`config.mk`:
```
export PLATFORM = sky130hd
export DESIGN_NAME = ysyx_23060332_mem_arbiter
export DESIGN_NICKNAME = d
export VERILOG_FILES = /design/src/rtl/ysyx_23060332_mem_arbiter.sv
export SDC_FILE = /design/constraint.sdc
export NUM_CORES = 1
export LEC_CHECK = 0
export BUFFER_PORTS_ARGS = -buffer_cell sky130_fd_sc_hd__buf_2
export CAP_MARGIN = 20
export CORE_ASPECT_RATIO = 1.75
export CORE_MARGIN = 2
export CORE_UTILIZATION = 44
export CTS_BUF_LIST = sky130_fd_sc_hd__clkbuf_8
export CTS_CLUSTER_DIAMETER = 30
export CTS_CLUSTER_SIZE = 14
export DETAILED_ROUTE_END_ITERATION = 12
export HOLD_SLACK_MARGIN = 0.03
export MAX_ROUTING_LAYER = met4
export PLACE_DENSITY = 0.75
export SLEW_MARGIN = 20
export SYNTH_ARGS = -nofsm -noshare
export SYNTH_HDL_FRONTEND = slang
export SYNTH_SLANG_ARGS = --single-unit
```
`constraint.sdc`:
```
create_clock -name clk -period 5.3 [get_ports clk]
set_input_delay 1.06 -clock clk [delete_from_list [all_inputs] [get_ports clk]]
set_output_delay 1.06 -clock clk [all_outputs]
set_load 0.03 [all_outputs]
```
`src/rtl/ysyx_23060332_mem_arbiter.sv`:
```
// Memory-port arbiter shared by the IFU (read-only) and the LSU (read/write).
// Round-robin grant, one transaction in flight, address-window filtering and
// a response timeout so a silent memory still produces an error response.
module ysyx_23060332_mem_arbiter #(
    parameter int ADDR_W  = 32,
    parameter int DATA_W  = 32,
    parameter int MASK_W  = 8,
    parameter int TIMEOUT = 255
) (
    input  logic              clk,
    input  logic              rst,
    input  logic              ifu_req_valid,
    output logic              ifu_req_ready,
    input  logic [ADDR_W-1:0] ifu_addr,
    output logic              ifu_resp_valid,
    output logic [DATA_W-1:0] ifu_rdata,
    output logic              ifu_resp_err,
    input  logic              lsu_req_valid,
    output logic              lsu_req_ready,
    input  logic [ADDR_W-1:0] lsu_addr,
    input  logic              lsu_wen,
    input  logic [DATA_W-1:0] lsu_wdata,
    input  logic [MASK_W-1:0] lsu_wmask,
    output logic              lsu_resp_valid,
    output logic [DATA_W-1:0] lsu_rdata,
    output logic              lsu_resp_err,
    output logic              mem_req_valid,
    input  logic              mem_req_ready,
    output logic              mem_wen,
    output logic [ADDR_W-1:0] mem_addr,
    output logic [DATA_W-1:0] mem_wdata,
    output logic [MASK_W-1:0] mem_wmask,
    input  logic              mem_resp_valid,
    input  logic [DATA_W-1:0] mem_rdata
);

    typedef enum logic [1:0] {IDLE, ISSUE, WAIT, RESP} state_t;

    localparam int                CNT_W    = $clog2(TIMEOUT + 1);
    localparam logic [CNT_W-1:0]  CNT_LAST = CNT_W'(TIMEOUT - 1);
    localparam logic [CNT_W-1:0]  CNT_ONE  = CNT_W'(1);
    localparam logic [ADDR_W-1:0] ADDR_LO  = ADDR_W'(64'h8000_0000);
    localparam logic [ADDR_W-1:0] ADDR_HI  = ADDR_W'(64'h87FF_FFFF);

    state_t            state;
    logic              last_lsu;
    logic              owner_lsu;
    logic              resp_valid;
    logic              resp_err;
    logic [DATA_W-1:0] resp_rdata;
    logic [CNT_W-1:0]  cnt;

    logic              gnt_ifu;
    logic              gnt_lsu;
    logic              accept;
    logic              sel_in_range;
    logic [ADDR_W-1:0] sel_addr;

    // Round-robin grant: a lone requester wins, a tie goes to whoever did not win last.
    always_comb begin
        gnt_ifu      = ifu_req_valid && (!lsu_req_valid || last_lsu);
        gnt_lsu      = lsu_req_valid && (!ifu_req_valid || !last_lsu);
        sel_addr     = gnt_lsu ? lsu_addr : ifu_addr;
        sel_in_range = (sel_addr >= ADDR_LO) && (sel_addr <= ADDR_HI);
    end

    assign ifu_req_ready  = (state == IDLE) && gnt_ifu;
    assign lsu_req_ready  = (state == IDLE) && gnt_lsu;
    assign accept         = ifu_req_ready || lsu_req_ready;

    // Response fields are shown only to the owner, and only during its pulse.
    assign ifu_resp_valid = resp_valid && !owner_lsu;
    assign lsu_resp_valid = resp_valid && owner_lsu;
    assign ifu_rdata      = ifu_resp_valid ? resp_rdata : '0;
    assign lsu_rdata      = lsu_resp_valid ? resp_rdata : '0;
    assign ifu_resp_err   = ifu_resp_valid && resp_err;
    assign lsu_resp_err   = lsu_resp_valid && resp_err;

    // Transaction FSM: accept, issue to memory, wait for data or timeout, respond.
    always_ff @(posedge clk or posedge rst) begin
        if (rst) begin
            state         <= IDLE;
            last_lsu      <= 1'b1;
            owner_lsu     <= 1'b0;
            mem_req_valid <= 1'b0;
            mem_wen       <= 1'b0;
            mem_addr      <= '0;
            mem_wdata     <= '0;
            mem_wmask     <= '0;
            resp_valid    <= 1'b0;
            resp_err      <= 1'b0;
            resp_rdata    <= '0;
            cnt           <= '0;
        end else begin
            case (state)
                IDLE: begin
                    if (accept) begin
                        owner_lsu <= gnt_lsu;
                        last_lsu  <= gnt_lsu;
                        mem_addr  <= sel_addr;
                        mem_wen   <= gnt_lsu && lsu_wen;
                        mem_wdata <= gnt_lsu ? lsu_wdata : '0;
                        mem_wmask <= gnt_lsu ? lsu_wmask : '0;
                        cnt       <= '0;
                        if (sel_in_range) begin
                            mem_req_valid <= 1'b1;
                            state         <= ISSUE;
                        end else begin
                            resp_valid <= 1'b1;
                            resp_err   <= 1'b1;
                            resp_rdata <= '0;
                            state      <= RESP;
                        end
                    end
                end
                ISSUE: begin
                    cnt <= cnt + CNT_ONE;
                    if (mem_req_ready && mem_resp_valid) begin
                        mem_req_valid <= 1'b0;
                        resp_valid    <= 1'b1;
                        resp_err      <= 1'b0;
                        resp_rdata    <= mem_rdata;
                        state         <= RESP;
                    end else if (cnt == CNT_LAST) begin
                        mem_req_valid <= 1'b0;
                        resp_valid    <= 1'b1;
                        resp_err      <= 1'b1;
                        resp_rdata    <= '0;
                        state         <= RESP;
                    end else if (mem_req_ready) begin
                        mem_req_valid <= 1'b0;
                        state         <= WAIT;
                    end
                end
                WAIT: begin
                    cnt <= cnt + CNT_ONE;
                    if (mem_resp_valid) begin
                        resp_valid <= 1'b1;
                        resp_err   <= 1'b0;
                        resp_rdata <= mem_rdata;
                        state      <= RESP;
                    end else if (cnt == CNT_LAST) begin
                        resp_valid <= 1'b1;
                        resp_err   <= 1'b1;
                        resp_rdata <= '0;
                        state      <= RESP;
                    end
                end
                RESP: begin
                    resp_valid <= 1'b0;
                    resp_err   <= 1'b0;
                    resp_rdata <= '0;
                    state      <= IDLE;
                end
                default: state <= IDLE;
            endcase
        end
    end

endmodule

```
Word level (Yosys, flattened, before mapping)
Index checks and enable logic that the tools add are counted.
{"block": "word_totals", "out_inout_bits": 144, "in_bits": 143, "regBits": 120}
{"block": "op_classes", "muxes": 37, "eq_ne": 9, "addsub": 1, "reduce_logical": 27, "n_lt_le_gt_ge": 2}
{"op": "32-bit two-way mux", "count": 9}
{"op": "32-bit one-hot mux with 4 select lines", "count": 1}
{"op": "32-bit >= comparator (second input constant)", "count": 1}
{"op": "32-bit <= comparator (second input constant)", "count": 1}
{"op": "8-bit two-way mux", "count": 2}
{"op": "8-bit one-hot mux with 2 select lines", "count": 1}
{"op": "2-bit two-way mux", "count": 7}
{"op": "1-bit two-way mux", "count": 13}
{"op": "1-bit logical AND", "count": 11}
{"op": "8-bit by 1-bit adder with 8-bit output (second input constant)", "count": 1}
{"op": "8-bit equality test (second input constant)", "count": 1}
{"op": "1-bit one-hot mux with 4 select lines", "count": 2}
{"op": "2-bit one-hot mux with 4 select lines", "count": 1}
{"op": "2-bit != test (second input constant)", "count": 3}
{"op": "2-bit AND reduction", "count": 3}
{"op": "2-bit equality test (second input constant)", "count": 2}
{"op": "1-bit zero test", "count": 4}
{"op": "4-bit != test (second input constant)", "count": 1}
{"op": "4-bit AND reduction", "count": 1}
{"op": "2-bit nonzero test", "count": 2}
{"op": "1-bit logical OR", "count": 3}
{"op": "3-bit != test (second input constant)", "count": 1}
{"op": "3-bit AND reduction", "count": 1}
{"op": "2-bit by 1-bit equality test with 1-bit output (second input constant)", "count": 1}
{"op": "3 further kinds", "count": 3}

Longest topological paths before layout
Gate-level depths: netlist (run 1).
{"block": "depth", "word_depth": 9, "mapped_depth": 8, "mapped_depth_nobuf": 6}

Worst setup path after synthesis (run 1)
No wires, ideal clock.
{"block": "synth_path", "kind": "input -> output", "from": "in ifu_req_valid", "to": "out lsu_req_ready", "t_required_ps": 4240, "slack_ps": 2210, "t_arrival_ps": 2030, "cell_stages": 6, "path_cell_list": "buf_2 a21boi_2 buf_4 and2_1 buf_2 buf_2"}
{"block": "synth_via", "elab_chain_len": 4}
{"element": "start: declaration", "line": "12", "rtl": "input logic ifu_req_valid,"}
{"element": "1-bit zero test", "line": "62", "rtl": "gnt_lsu = lsu_req_valid && (!ifu_req_valid || !last_lsu);"}
{"element": "1-bit logical OR", "line": "62"}
{"element": "1-bit logical AND", "line": "62"}
{"element": "1-bit logical AND", "line": "68", "rtl": "assign lsu_req_ready = (state == IDLE) && gnt_lsu;"}
{"element": "end: declaration", "line": "19", "rtl": "output logic lsu_req_ready,"}
Every way passes these cells.

Worst setup path after layout (run 1)
{"block": "layout_path", "from": "reg state[0]", "to": "out ifu_req_ready"}
{"block": "layout_via", "elab_chain_len": 2}
{"element": "start: declaration", "line": "45", "rtl": "state_t state;"}
{"element": "start signal: assignment", "line": "82", "rtl": "state <= IDLE;"}
{"element": "start signal: assignment", "line": "107", "rtl": "state <= ISSUE;"}
{"element": "start signal: assignment", "line": "112", "rtl": "state <= RESP;"}
{"element": "2-bit zero test", "line": "67", "rtl": "assign ifu_req_ready = (state == IDLE) && gnt_ifu;"}
{"element": "1-bit logical AND", "line": "67"}
{"element": "end: declaration", "line": "13", "rtl": "output logic ifu_req_ready,"}
Every way passes these cells.

==> impl_results.md, run 1 <==
* DP Wirelength at 13,360 microns
* Area share of the largest cell type after synthesis at 0.4606
* Clk pin slew, worst setup/hold paths at 70 ps
* Total CTS buffers at 17
* Max cap viols at 0
* Top post-synthesis cells by area: dfrtp_1 46%, nand2_1 8.8%, o21ai_0 6.7%
* Final wirelength at 18,240 microns
* CTS tree: done
* Outcome: finished clean
* Origin of the critical flop-to-flop path: state[0]
* Slew margin rel. at 0.3183
* Synth-to-layout area growth at 29.88%
* Crit. End Element: primary output
* Slew Limit Fails at 0
* Final WS setup at 1915 ps
* Async S/R FF share, synth at 1.000
* Number of fill cells at 1,391
* LEAKAGE at 4.373 nW
* Vias in the first global route at 5,924
* Sequential-to-total area share from yosys stat at 0.4647
* Sw Ratio at 0.4753
* Postcts setup bufs at 0
* Layout Nets at 1,141
* Endpoints failing setup at 0
* Max incr delay on CP at about 600 ps
* Port buffer count at 286
* GP Congestion at 0.8863
* Top cell by count, worst path: inv_1
* Area leader, netlist: dfrtp_1
* First-pass GRT wire length at 28,430 microns
* Worst-margin pin slew at 1019 ps
* Detailed Route Iter0 Violations at between 300 and 400
* RSZ-0062 raised after global routing: false
* Reg2Reg Depth at 8
* Worst Setup EP: ifu_req_ready
* Commonest non-fill, non-tap cell in the layout: buf_2
* Reg-to-reg endpoint: resp_rdata[24]
* Sequential share of power at 0.328
* Tot GR Track Use at 0.2362
* Min Tclk post-route at 3385 ps
* # hold bufs at CTS at 0
* Final ANT Viol Nets at 0
* Final hold viol count at 0
* Post-Syn Area at around 0.0065 sq mm
* Core area at 0.01437 sq mm
* Setup crit start kind: flip-flop
* Starting Density at 0.4499
* DR vias at roughly 6,300
* Site Rows at 58
* Remaining Overflow, GRT at 0
* Met3 usage at 0.04312
* Netlist cell types at 52
* Synth Flop Type: dfrtp_1
* Internal at about 2.4 mW
* Number of synthesized flops with an enable pin at 0
* Power share of the combinational group at 0.485
* Clock root buffer: clkbuf_8
* Req. time, crit path at ~4200 ps
* Reg2Reg Setup Slack at roughly 2600 ps
* Crit-path slowest cell: ha_1
* Die footprint at 0.01572 sq mm
* Switch Pwr at between 2 and 2.5 mW
* Drc violations at 0
* Most frequent cells in the layout: 286 x buf_2, 152 x nand2_1, 119 x dfrtp_1
* Clock sink count at 120
* Maximum VDD drop at 0.2705 mV
* Setup WS pre-CTS at about 2100 ps
* Final period util at 0.6387
* Busiest grt layer: met2
* Die Span Y at 164.4 microns
* Syn_area_per_cell at 8.820 sq um
* Largest net degree at the start of global routing at 84
* Initial antenna violation count at 1
* Gate Count Post-Synth at 733
* Die Width at 95.63 microns
* Hold crit path type: reg2reg
* Power per cell area at 534.3 mW/mm^2
* Setup_tns at 0 ps
* WL per Instance at between 15 and 20 microns
* Critical path peak fanout at 43
* Clock Latency Late Sink at 420 ps
* Clock network power share at 0.187
* Met1 GRT Util at 0.2615
* IO Pins at 287
* Flops & latches, synth at 120
* Synth warnings at 0
* GR Util met2 at 0.4059
* Crit path DAT at 2330 ps
* Crit path cell chain: inv_1, ha_1, nand3_1, buf_4, inv_1, buf_2
* Critical Path Start: state[0]
* Worst-case hold slack at 476.5 ps
* Layout cells sized above 1 at 0.3486
* Achievable Freq at 0.2954 GHz
* Final Power at between 4 and 5 mW
* Synth Net Count at 883
* DRT Pass-1 Iters at 5
* Avg Vias per Cell at 5.279
* # H-tree levels at 4
* Setup CP Type: reg2out
* Post-cts sizing count at 0
* Post-Route Utilization at 0.5844
* Max Clock Skew at ~15 ps
* Clk buf depth at 2
==> stage by stage <==
step           cell area [sq um]  std cells
2_1_floorplan               6465        733
3_3_place_gp                7996       1152
3_5_place_dp                7996       1152
4_1_cts                     8394       1184
5_1_grt                     8397       1185
6_report                    8397       1185
==> worst min-delay path by stage <==
stage | to | cells after the start | slack [ps] | from
global route | mem_addr[8] | 2 | 500 | mem_addr[8]
CTS | mem_addr[8] | 2 | 480 | mem_addr[8]
finish | mem_addr[8] | 2 | 480 | mem_addr[8]
floorplan | cnt[1] | 2 | 490 | cnt[1]
detailed placement | mem_addr[8] | 2 | 460 | mem_addr[8]
global placement | mem_addr[28] | 2 | 460 | mem_addr[28]
==> power groups by stage <==
stage | Combinational (mW) | Clock, mW | Sequential, mW
2_1_floorplan | 1.09 | 0 | 1.91
3_3_place_gp | 2.16 | 0 | 1.47
4_1_cts | 2.20 | 0.861 | 1.47
6_report | 2.18 | 0.840 | 1.47
5_1_grt | 2.38 | 0.897 | 1.51
3_5_place_dp | 2.20 | 0 | 1.48
==> layout make-up <==
| cell class | instances | area, sq um | share of cell area |
|---|---|---|---|
| clock inverter | 15 | 163.9 | 0.01952 |
| tap | 180 | 225.2 | 0.02682 |
| antenna | 1 | 2.502 | 0.0002980 |
| multi-input combinational | 513 | 3082 | 0.3670 |
| inverter | 39 | 148.9 | 0.01773 |
| clock buffer | 17 | 234.0 | 0.02786 |
| sequential | 120 | 3004 | 0.3578 |
| timing repair buffer | 300 | 1536 | 0.1830 |
==> kinds of logic (layout without fill, tap and decap cells) <==
kind of cell    count (synthesis)  after routing  share of synthesized area
xor+xnor                        1              1                   0.001355
mux                            32             32                    0.04955
buf+inv                       100            371                    0.06561
compound gates                149            149                     0.1564
fa+ha+maj                       7              7                    0.01355
flops                         120            120                     0.4647
simple gates                  324            324                     0.2489
other cells                     0              1                          0
==> routing by layer <==
| layer | share of wire | wire, microns |
|---|---|---|
| met5 | 0 | 0 |
| met4 | 0.035 | 641 |
| met3 | 0.052 | 945 |
| met2 | 0.54 | 9796 |
| met1 | 0.38 | 6859 |
==> cells in the mapped netlist (9+ instances only) <==
master     count
nand4_1       33
and3_1        35
o2111ai_2     10
dfrtp_1      119
nor2_1         9
nand3_1       33
nand2_1      152
buf_2         12
clkbuf_1      43
and2_1        37
o21ai_0       86
mux2i_1       32
inv_1         39
o2111ai_1     23
==> state kept, by name (all words and copies together), names as in the netlist <==
register	flops
mem_addr	32
mem_wdata	32
resp_rdata	32
cnt	8
mem_wmask	8
state	2
last_lsu	1
mem_req_valid	1
mem_wen	1
owner_lsu	1
resp_err	1
resp_valid	1
==> worst max-delay path: cells and delay by family, from the launching register on <==
kind	cells	cell delay, ps
flip-flops	1	410
buffers and inverters	4	730
adder cells (fa/ha/maj)	1	600
AND/OR/NAND/NOR	1	140
Note: power is estimated with default switching activity, not from simulation.
==> run 2, diff against run 1 <==
- ABC_AREA: default -> 1
- clock period: 5.3 -> 3.4 ns (I/O delays scaled with it)
==> run 2 against run 1 <==
  * Critical path depth is 1 lower
  * Core utilization is 0.33 points higher
  * Wire length is 2.2% higher
  * Sequential cell count stayed put
==> impl_results.md, run 2 <==
* Post-cts sizing count at 0 (unchanged)
* Clk pin slew, worst setup/hold paths at 70 ps (about the same)
* Power share of the combinational group at 0.524 (+0.039)
* Max cap viols at 0 (unchanged)
* Detailed Route Iter0 Violations at 280 (-7.0%)
* Synth warnings at 0 (unchanged)
* Setup CP Type: reg2out
* Critical path peak fanout at 33 (-23%)
* Die footprint at 0.01577 sq mm (+0.32%)
* First-pass GRT wire length at 29,620 microns (+4.2%)
* DRT Pass-1 Iters at 4 (-1)
* Initial antenna violation count at 0 (-1)
* Worst-margin pin slew at 1021 ps (+1.859 ps)
* Slew Limit Fails at 0 (unchanged)
* Netlist cell types at 33 (-37%)
* IO Pins at 287 (unchanged)
* Post-synthesis mux area share at 0.001736 (-0.04781)
* Post-Synth Simple-Gate Area at 0.2768 (+0.02793)
* Max incr delay on CP at 740 ps (+140 ps)
* Layout cells sized above 1 at 0.3109 (-0.03773)
* DR vias at 6,683 (+6.8%)
* Hold crit path type: in2async
* Endpoints failing setup at 0 (unchanged)
* LEAKAGE at 4.716 nW (+7.8%)
* Number of synthesized flops with an enable pin at 0 (unchanged)
* Compound-Gate Fraction of Synth Area at 0.1620 (+0.005660)
* Clk buf depth at 2 (unchanged)
* Crit. End Element: primary output
* WL per Instance at 14.41 microns (-6.4%)
* Achievable Freq at roughly 0.37 GHz
* Die Span Y at 164.6 microns (+0.16%)
* Internal at 4.234 mW (+80%)
* Clock root buffer: clkbuf_8
* CTS tree: done
* XOR/XNOR Fraction of Synth Area at 0.004051 (+0.002696)
* Max Clock Skew at 12.26 ps (-2.632 ps)
* Remaining Overflow, GRT at 0 (unchanged)
* RSZ-0062 raised after global routing: false
* Gate Count Post-Synth at 843 (+15%)
* Switch Pwr at 4.049 mW (+90%)
* Flops & latches, synth at 120 (unchanged)
* GP Congestion at 0.8122 (-8.4%)
* DP Wirelength at 13,330 microns (-0.26%)
* Sequential-to-total area share from yosys stat at 0.4632 (-0.001524)
* Commonest non-fill, non-tap cell in the layout: buf_2
* Setup_tns at 0 ps (unchanged)
* Final period util at 0.7896
* Synth Flop Type: dfrtp_1
* Crit path cell chain: inv_1, nor2_1, inv_1, nor2_1, buf_2
* Area share of the largest cell type after synthesis at 0.4591 (-0.001511)
* Final wirelength at 18,640 microns (+2.2%)
* Outcome: finished clean
* Post-Syn Area at 0.006486 sq mm (+0.33%)
* Clock sink count at 120 (unchanged)
* # H-tree levels at 4 (unchanged)
* Maximum VDD drop at 0.6187 mV (+130%)
* Clock network power share at 0.180 (-0.007)
* # diodes at 0 (-1)
* Port buffer count at 286 (unchanged)
* # hold bufs at CTS at 0 (unchanged)
* Power per cell area at 980.8 mW/mm^2 (+84%)
* Crit-path slowest cell: inv_1
* Setup crit start kind: flip-flop
* Biggest regs: mem_addr (32), mem_wdata (32), resp_rdata (32)
* Post-synth top cells: 245 x nand2_1, 119 x dfrtp_1, 110 x nor2_1
* Drc violations at 0 (unchanged)
* Postcts setup bufs at 0 (unchanged)
* Avg Vias per Cell at 5.169 (-2.1%)
* Most common cell in the netlist: nand2_1
* Sw Ratio at 0.4888 (+0.01350)
* Adder-cell area share of the yosys netlist at 0.01350 (-0.00004443)
* Crit path DAT at 2000 ps (-330 ps)
* Final ANT Viol Nets at 0 (unchanged)
* Top post-synthesis cells by area: dfrtp_1 46%, nand2_1 14%, nor2_1 6.4%
* Area leader, netlist: dfrtp_1
* Largest net degree at the start of global routing at 121 (+44%)
* Die Width at 95.78 microns (+0.16%)
* Req. time, crit path at 2720 ps (-1520 ps)
* Final hold viol count at 0 (unchanged)
* Starting Density at 0.4514 (+0.001480)
* Min Tclk post-route at 2685 ps
* Syn_area_per_cell at 7.694 sq um (-13%)
* Largest family of logic cells by synthesized area: simple AND/OR/NAND/NOR gates
* Async S/R FF share, synth at 1.000 (unchanged)
* # placed instances at 1,263 (+9.6%)
* Synth-to-layout area growth at 30.19%
* Finished Layout Cells at 1,293 (+9.1%)
* Synth Net Count at 993 (+12%)
* Tot GR Track Use at 0.2454 (+0.009198)
* Layout Nets at 1,252 (+9.7%)
* Site Rows at 58 (unchanged)
* Most frequent cells in the layout: 286 x buf_2, 245 x nand2_1, 119 x dfrtp_1
* Slew margin rel. at 0.3188 (+0.0005840)
* Total CTS buffers at 17 (unchanged)
* Clock Latency Late Sink at 430 ps (about the same)
* Core area at 0.01437 sq mm (unchanged)
* Vias in the first global route at 6,213 (+4.9%)
* Sequential share of power at 0.295 (-0.033)
[run 2: logic make-up (layout without fill, tap and decap cells)]
group	Yosys count	count (layout)
compound gates	148	148
xor+xnor	3	3
fa+ha+maj	7	7
buf+inv	122	392
flops	120	120
mux	1	1
simple gates	442	442
[run 2: critical path, delay by kind of cell, from the launching register on]
family | cells | cell delay [ps]
buffers and inverters | 3 | 1040
AND/OR/NAND/NOR | 2 | 150
flip-flops | 1 | 390
[run 2: cell type report]
type | instances | area, sq um
Fill cell | 1417 | 5924
Sequential cell | 120 | 3004
Multi-Input combinational cell | 601 | 2972
Timing Repair Buffer | 300 | 1549
Clock buffer | 19 | 261.5
Inverter | 62 | 236.5
Tap cell | 180 | 225.2
Clock inverter | 11 | 196.4
[run 2: stage by stage]
step	utilization	hold slack [ps]	power, mW	setup WS [ps]	cell area, sq um
2_1_floorplan	-	441.9	5.670	1048	6490
3_3_place_gp	0.5558	455.3	6.770	891.8	7986
5_1_grt	0.5877	430.1	8.916	502.6	8444
6_report	0.5877	406.5	8.282	715.4	8444
4_1_cts	0.5877	439.4	8.364	666.0	8444
3_5_place_dp	0.5558	457.6	6.842	850.6	7986
[run 2: final timing paths]
kind / startpoint / to / slack [ps] / cells after the start
setup / recovery: resp_valid / ifu_rdata[6] / 720 / 5
hold / removal: rst / mem_addr[24] / 410 / 3
setup reg to reg: state[1] / resp_rdata[3] / 1160 / 10
hold reg to reg: mem_req_valid / mem_req_valid / 470 / 2
max in group asynchronous: rst / resp_valid / 2440 / 3
min in group clk: mem_req_valid / mem_req_valid / 470 / 2
[run 2: routing by layer]
metal	vias to the layer above	global-route usage	part of all wire
li1	3301	-	-
met1	3064	0.2954	0.39
met2	272	0.3992	0.51
met3	46	0.05246	0.062
met4	0	0.09675	0.032
met5	-	-	0
[run 2: power by group through the flow]
stage	clock (mW)	combinational, mW	sequential (mW)
after global routing	1.60	4.80	2.52
after floorplan	0	2.55	3.12
after detailed placement	0	4.39	2.45
final	1.49	4.34	2.45
after CTS	1.53	4.39	2.44
after global placement	0	4.31	2.46
